[src/rtl/rsp_s1_prep_ahbic_rr_arb.sv]
// Round-robin output-stage arbiter for a shared AHB slave port.
// Holds the grant across locked sequences and fixed-length bursts.
module rsp_s1_prep_ahbic_rr_arb #(
  parameter int NUM_PORTS = 4,
  parameter int PORT_W    = 2
) (
  input  logic                 HCLK,
  input  logic                 HRESET,
  input  logic [NUM_PORTS-1:0] req_port,
  input  logic                 HREADYM,
  input  logic                 HSELM,
  input  logic [1:0]           HTRANSM,
  input  logic [2:0]           HBURSTM,
  input  logic                 HMASTLOCKM,
  output logic [PORT_W-1:0]    addr_in_port,
  output logic                 no_port,
  output logic                 grant_hold
);

  localparam logic [1:0] T_IDLE   = 2'b00;
  localparam logic [1:0] T_BUSY   = 2'b01;
  localparam logic [1:0] T_NONSEQ = 2'b10;
  localparam logic [1:0] T_SEQ    = 2'b11;

  logic [PORT_W-1:0] port_q, port_d, last_q, last_d, rr_pick, idx;
  logic              np_q, np_d, gh_q, gh_d;
  logic [3:0]        rem_q, rem_d, rem_nxt, len_m1;
  logic              acc, found;

  always_comb begin
    case (HBURSTM[2:1])
      2'b01:   len_m1 = 4'd3;
      2'b10:   len_m1 = 4'd7;
      2'b11:   len_m1 = 4'd15;
      default: len_m1 = 4'd0;
    endcase
  end

  // Anything other than an accepted beat leaves no burst outstanding.
  always_comb begin
    acc     = HREADYM & HSELM & ~np_q;
    rem_nxt = 4'd0;
    if (acc) begin
      case (HTRANSM)
        T_NONSEQ: rem_nxt = len_m1;
        T_SEQ:    rem_nxt = (rem_q != 4'd0) ? rem_q - 4'd1 : 4'd0;
        T_BUSY:   rem_nxt = rem_q;
        T_IDLE:   rem_nxt = 4'd0;
        default:  rem_nxt = 4'd0;
      endcase
    end
  end

  // Search starts one past the last winner and wraps.
  always_comb begin
    found   = 1'b0;
    rr_pick = port_q;
    idx     = '0;
    for (int i = 1; i <= NUM_PORTS; i++) begin
      idx = PORT_W'((int'(last_q) + i) % NUM_PORTS);
      if (!found && req_port[idx]) begin
        found   = 1'b1;
        rr_pick = idx;
      end
    end
  end

  always_comb begin
    port_d = port_q;
    np_d   = np_q;
    gh_d   = gh_q;
    rem_d  = rem_q;
    last_d = last_q;
    if (HREADYM) begin
      rem_d = rem_nxt;
      gh_d  = 1'b0;
      if (HMASTLOCKM) begin
        np_d = 1'b0;
      end else if (rem_nxt != 4'd0) begin
        gh_d = 1'b1;
      end else if (found) begin
        port_d = rr_pick;
        last_d = rr_pick;
        np_d   = 1'b0;
      end else if (HSELM) begin
        np_d = 1'b0;
      end else begin
        np_d = 1'b1;
      end
    end
  end

  always_ff @(posedge HCLK or posedge HRESET) begin
    if (HRESET) begin
      port_q <= '0;
      np_q   <= 1'b1;
      gh_q   <= 1'b0;
      rem_q  <= 4'd0;
      last_q <= PORT_W'(NUM_PORTS - 1);
    end else begin
      port_q <= port_d;
      np_q   <= np_d;
      gh_q   <= gh_d;
      rem_q  <= rem_d;
      last_q <= last_d;
    end
  end

  assign addr_in_port = port_q;
  assign no_port      = np_q;
  assign grant_hold   = gh_q;

endmodule

[config.mk]
export PLATFORM = sky130hd
export DESIGN_NAME = rsp_s1_prep_ahbic_rr_arb
export DESIGN_NICKNAME = d
export VERILOG_FILES = /design/src/rtl/rsp_s1_prep_ahbic_rr_arb.sv
export SDC_FILE = /design/constraint.sdc
export NUM_CORES = 1
export LEC_CHECK = 0
export BUFFER_PORTS_ARGS = -buffer_cell sky130_fd_sc_hd__buf_2
export CORE_MARGIN = 5
export CORE_UTILIZATION = 55
export DETAILED_ROUTE_END_ITERATION = 7
export GPL_ROUTABILITY_DRIVEN = 1
export PLACE_DENSITY_LB_ADDON = 0.12
export SETUP_SLACK_MARGIN = 0.1
export SYNTH_ARGS = -nofsm -noshare
export SYNTH_HDL_FRONTEND = slang
export SYNTH_SLANG_ARGS = --single-unit
[constraint.sdc]
create_clock -name HCLK -period 4.1 [get_ports HCLK]
set_input_delay 0.615 -clock HCLK [delete_from_list [all_inputs] [get_ports HCLK]]
set_output_delay 0.615 -clock HCLK [all_outputs]
set_load 0.02 [all_outputs]
==> Yosys cells after proc, flatten, opt, wreduce, memory -nomap -nowiden <==
Cells that the tools add are included.
{ "word_totals": {"regBits": 10, "out_inout_bits": 4} }
{ "classes": {"n_addsub": 5, "n_lt_le_gt_ge": 4, "eq_ne": 7, "muxes": 26, "n_bitwise": 5, "n_reduce_logical": 11} }
{ "ops": {"columns": ["cell", "n"], "rows": [
  ["case mux 4 bit (4 select lines)", 1],
  ["two-way mux 1 bit", 14],
  ["< comparator 2 x 3 -> 1 bit, second input constant", 4],
  ["case mux 4 bit (3 select lines)", 1],
  ["binary-select mux 1 bit (select 2 bit)", 4],
  ["== test 2 bit, second input constant", 4],
  ["two-way mux 2 bit", 4],
  ["two-way mux 4 bit", 2],
  ["nonzero test 4 bit", 2],
  ["adder 2 x 1 -> 2 bit, second input constant", 2],
  ["adder 2 bit, second input constant", 2],
  ["== test 2 x 1 -> 1 bit, second input constant", 2],
  ["AND reduction 4 bit", 1],
  ["subtractor 4 x 1 -> 4 bit, second input constant", 1],
  ["logical AND 1 bit", 3],
  ["logical NOT 1 bit", 3],
  ["inverter 1 bit", 3],
  ["AND 1 bit", 2],
  ["logical NOT 2 bit", 1],
  ["!= test 2 bit, second input constant", 1],
  ["AND reduction 2 bit", 1]
]} }

==> Depth between registers and ports, before layout <==
{ "depth": {"ltp_word": 16, "mapped_depth": 7} }

==> Least setup slack after synthesis <==
OpenSTA, ideal clock, no wires.
{ "synth_timing": {"path_kind": "input port to flip-flop", "start": "input port HTRANSM[1]", "end": "register gh_q (netlist: grant_hold)", "setup_ns": 0.137, "arrival_ns": 1.719, "slack_ns": 2.244, "path_stages": 5, "cell_sequence": "nor2b_1 a32o_1 or4_1 a21oi_1 o32ai_2"} }
{ "synth_via": {"elab_chain_cells": 6} }
{ "synth_lines": {"columns": ["element", "line", "rtl"], "rows": [
  ["start, declared", "12", "input logic [1:0] HTRANSM,"],
  ["== test 2 x 1 -> 1 bit (tied with other cells)", "44", "case (HTRANSM)"],
  ["case mux 4 bit (4 select lines) (*)", "44", null],
  ["two-way mux 4 bit (*)", "43", "if (acc) begin"],
  ["nonzero test 4 bit (*)", "79", "end else if (rem_nxt != 4'd0) begin"],
  ["two-way mux 1 bit (*)", "79", null],
  ["two-way mux 1 bit (*)", "77", "if (HMASTLOCKM) begin"],
  ["end signal, assigned", "103", "gh_q <= gh_d;"],
  ["end, declared", "26", "logic np_q, np_d, gh_q, gh_d;"]
]} }
Mark *: on every way between the ends. The rest lies on a longest branch, timed or not.
A chain may end at the register's enable or synchronous reset.

==> Worst setup path after layout <==
{ "layout_timing": {"start": "input port req_port[0]", "end": "register port_q[1] (netlist: addr_in_port[1])"} }
{ "layout_via": {"elab_chain_cells": 13} }
{ "layout_lines": {"columns": ["element", "line", "rtl"], "rows": [
  ["start, declared", "9", "input logic [NUM_PORTS-1:0] req_port,"],
  ["binary-select mux 1 bit (select 2 bit)", "61", "if (!found && req_port[idx]) begin"],
  ["two-way mux 1 bit (implied by the code)", "61", null],
  ["two-way mux 1 bit", "61", null],
  ["logical NOT 1 bit", "61", null],
  ["logical AND 1 bit", "61", null],
  ["two-way mux 1 bit", "61", null],
  ["logical NOT 1 bit", "61", null],
  ["logical AND 1 bit", "61", null],
  ["two-way mux 1 bit", "61", null],
  ["logical NOT 1 bit", "61", null],
  ["logical AND 1 bit", "61", null],
  ["two-way mux 1 bit", "61", null],
  ["AND reduction 4 bit (no source line)", null, null],
  ["end signal, assigned", "101", "port_q <= port_d;"],
  ["end, declared", "25", "logic [PORT_W-1:0] port_q, port_d, last_q, last_d, rr_pick, idx;"]
]} }
Several ways; a longest one is shown, not always the timed one. The select of a mux whose other input is x is not followed.

==> results.txt <==
outcome: finished, final reports clean
#FFs+latches synth: 10
Clock transition at path regs: 60 ps
die height: 53.2 um
core area: 1750 um2
worst-path fanout max: 11
Slew Limit Fails: 0
die width: 53.2 um
post-CTS sizing: 0
syn avg cell area: 7.91 um2
layout filler cell count: 149
post-synth cell types: 47
RSZ-0062 raised after global routing: no
final hold vios: 0
Mapped Nets: 146
DR pass1 iterations: 4
worst min path class: primary input to async pin
area of the multi-input gates: 691 um2
# IOs: 18
VDD IR-drop max: 0.323 mV
CP Capture Type: flip-flop
EDFF count, synth: 0
crit path kind: primary input to flip-flop
Post-Route WL: 2240 um
Reg area: 254 um2
post-synthesis sequential area ratio: 0.247
launch point of the worst path: req_port[0]
Vias/cell: 6.05
worst skew pair latency: 250 ps
GRT overflow: 0
ant diodes: 0
clock root cell: clkbuf_4
Starting Density: 0.589
CP required: 4220 ps
DRT antenna net count: 0
GRT Util Overall: 0.180
Final Cycle Share: 0.486
Layout Nets: 159
Final TNS setup: 0 ps
Fin Clk Skew: 4.62 ps
Yosys warnings: 0
placed insts: 163
cells after synthesis: 130
final std cells w/o fill: 167
DR iter-0 viols: 37
H-tree depth: 1
Clock Sinks: 10
CTS Buf Count: 3
vias in the first global route: 891
Post-Syn Area: 1030 um2
Max Root-Sink Buffers: 2
area of the die: 2840 um2
first-pass GRT wire length: 3850 um
largest net degree at the start of global routing: 19
input/output buffers: 16
share of cells above drive strength 1: 0.204
Rel. slew slack: 0.640
pre-CTS setup slack: 1940 ps
detail-routed net length per standard cell: 13.4 um
Post-DP HPWL: 1740 um
reg2reg start: rem_q[0]
Arr. time, crit path: 2110 ps
pwr dens: 424 nW/um2
Least-Margin Pin Slew: 533 ps
synthesis-to-finish area growth: 9.61%
setup violators final: 0
FP Rows: 15
Min Clock Period, post-route: 1990 ps
detailed-route DRC error count: 0
DR vias: 1010
Post-CTS Setup Bufs: 0
setup slack after layout: 2110 ps
antenna violations before repair: 0
Leakage: 0.000481 uW
ys flop type: dfrtp_1
CTS tree: yes
asr flop ratio synth: 1.00
hold buffers post-CTS: 0
Startpoint Class: primary input
max-cap violation count: 0
Peak Freq: 501 MHz
RePlAce Congestion: 0.861
## stage by stage
stage          utilization  cell area (um2)  total power, uW  hold WS, ps
2_1_floorplan            -             1030              359          453
3_3_place_gp         0.631             1100              402          469
3_5_place_dp         0.631             1100              410          481
4_1_cts              0.646             1130              478          316
5_1_grt              0.646             1130              519          345
6_report             0.646             1130              478          314
## kinds of logic (layout without fill, tap and decap cells)
| kind of cell | count (synthesis) | after routing | share of synthesized area |
|---|---|---|---|
| adders and majority gates | 2 | 2 | 0.0243 |
| muxes | 2 | 2 | 0.0195 |
| buffers and inverters | 20 | 32 | 0.0815 |
| and+or+nand+nor | 55 | 55 | 0.319 |
| DFF | 10 | 10 | 0.247 |
| AOI/OAI and AO/OA | 41 | 41 | 0.309 |
## cells in the mapped netlist (5+ instances only)
cell type	count	area, um2
inv_1	12	45.0
nand2_1	10	37.5
o21ai_0	9	45.0
nor2_1	8	30.0
buf_2	7	35.0
dfrtp_1	7	175
nor2b_1	6	37.5
nor3_1	6	30.0
a21oi_1	5	25.0
## critical path: stages
cell and delay [ps]:
buf_2 180, and3b_1 210, o21ai_0 340, o311ai_0 220
a311oi_1 400, o2bb2ai_1 140
## area by class of cell
type	instances	area share
multi-input cells	100	0.613
inverters	12	0.0400
flip-flops and latches	10	0.225
clock buffers	4	0.0233
repair buffers	16	0.0710
well taps	25	0.0277
## sequential cells by signal, summed over array words and instances (netlist names)
| register | flops |
|---|---|
| last_q | 2 |
| addr_in_port | 2 |
| no_port | 1 |
| rem_q | 4 |
| grant_hold | 1 |
## routing by layer
metal / part of all wire / track usage / up-vias / wire length, um
met2: 0.44 / 0.257 / 27 / 987
met3: 0.064 / 0.0141 / 2 / 143
met4: 0.0053 / 0.0638 / 0 / 12
met5: 0 / 0 / - / 0
li1: - / - / 517 / -
met1: 0.49 / 0.277 / 464 / 1100
## layout by cell type (no fill, tap or decap), drive strengths merged, types with 3 or more instances in the layout
cell type,n
buf,16
inv,12
nand2,10
o21ai,9
nor2,8
dfrtp,7
nor2b,6
nor3,6
a21oi,5
nor3b,4
nand3,4
clkbuf,4
nand3b,3
o311a,3
dfstp,3
or4,3
## final timing paths
| kind | endpoint | cells after the start | slack, ps |
|---|---|---|---|
| worst max-delay path | addr_in_port[1] | 6 | 2110 |
| max in group asynchronous | no_port | 2 | 3480 |
| worst min-delay path | grant_hold | 2 | 310 |
| worst min register to register | no_port | 2 | 500 |
| worst max register to register | grant_hold | 7 | 2110 |
| min in group HCLK | no_port | 2 | 500 |
## power by group
group          switching [uW]  internal, uW
Sequential               56.3           131
Clock                    27.9          37.3
Combinational             119           106
No activity file was read; power rests on OpenSTA's default activity.
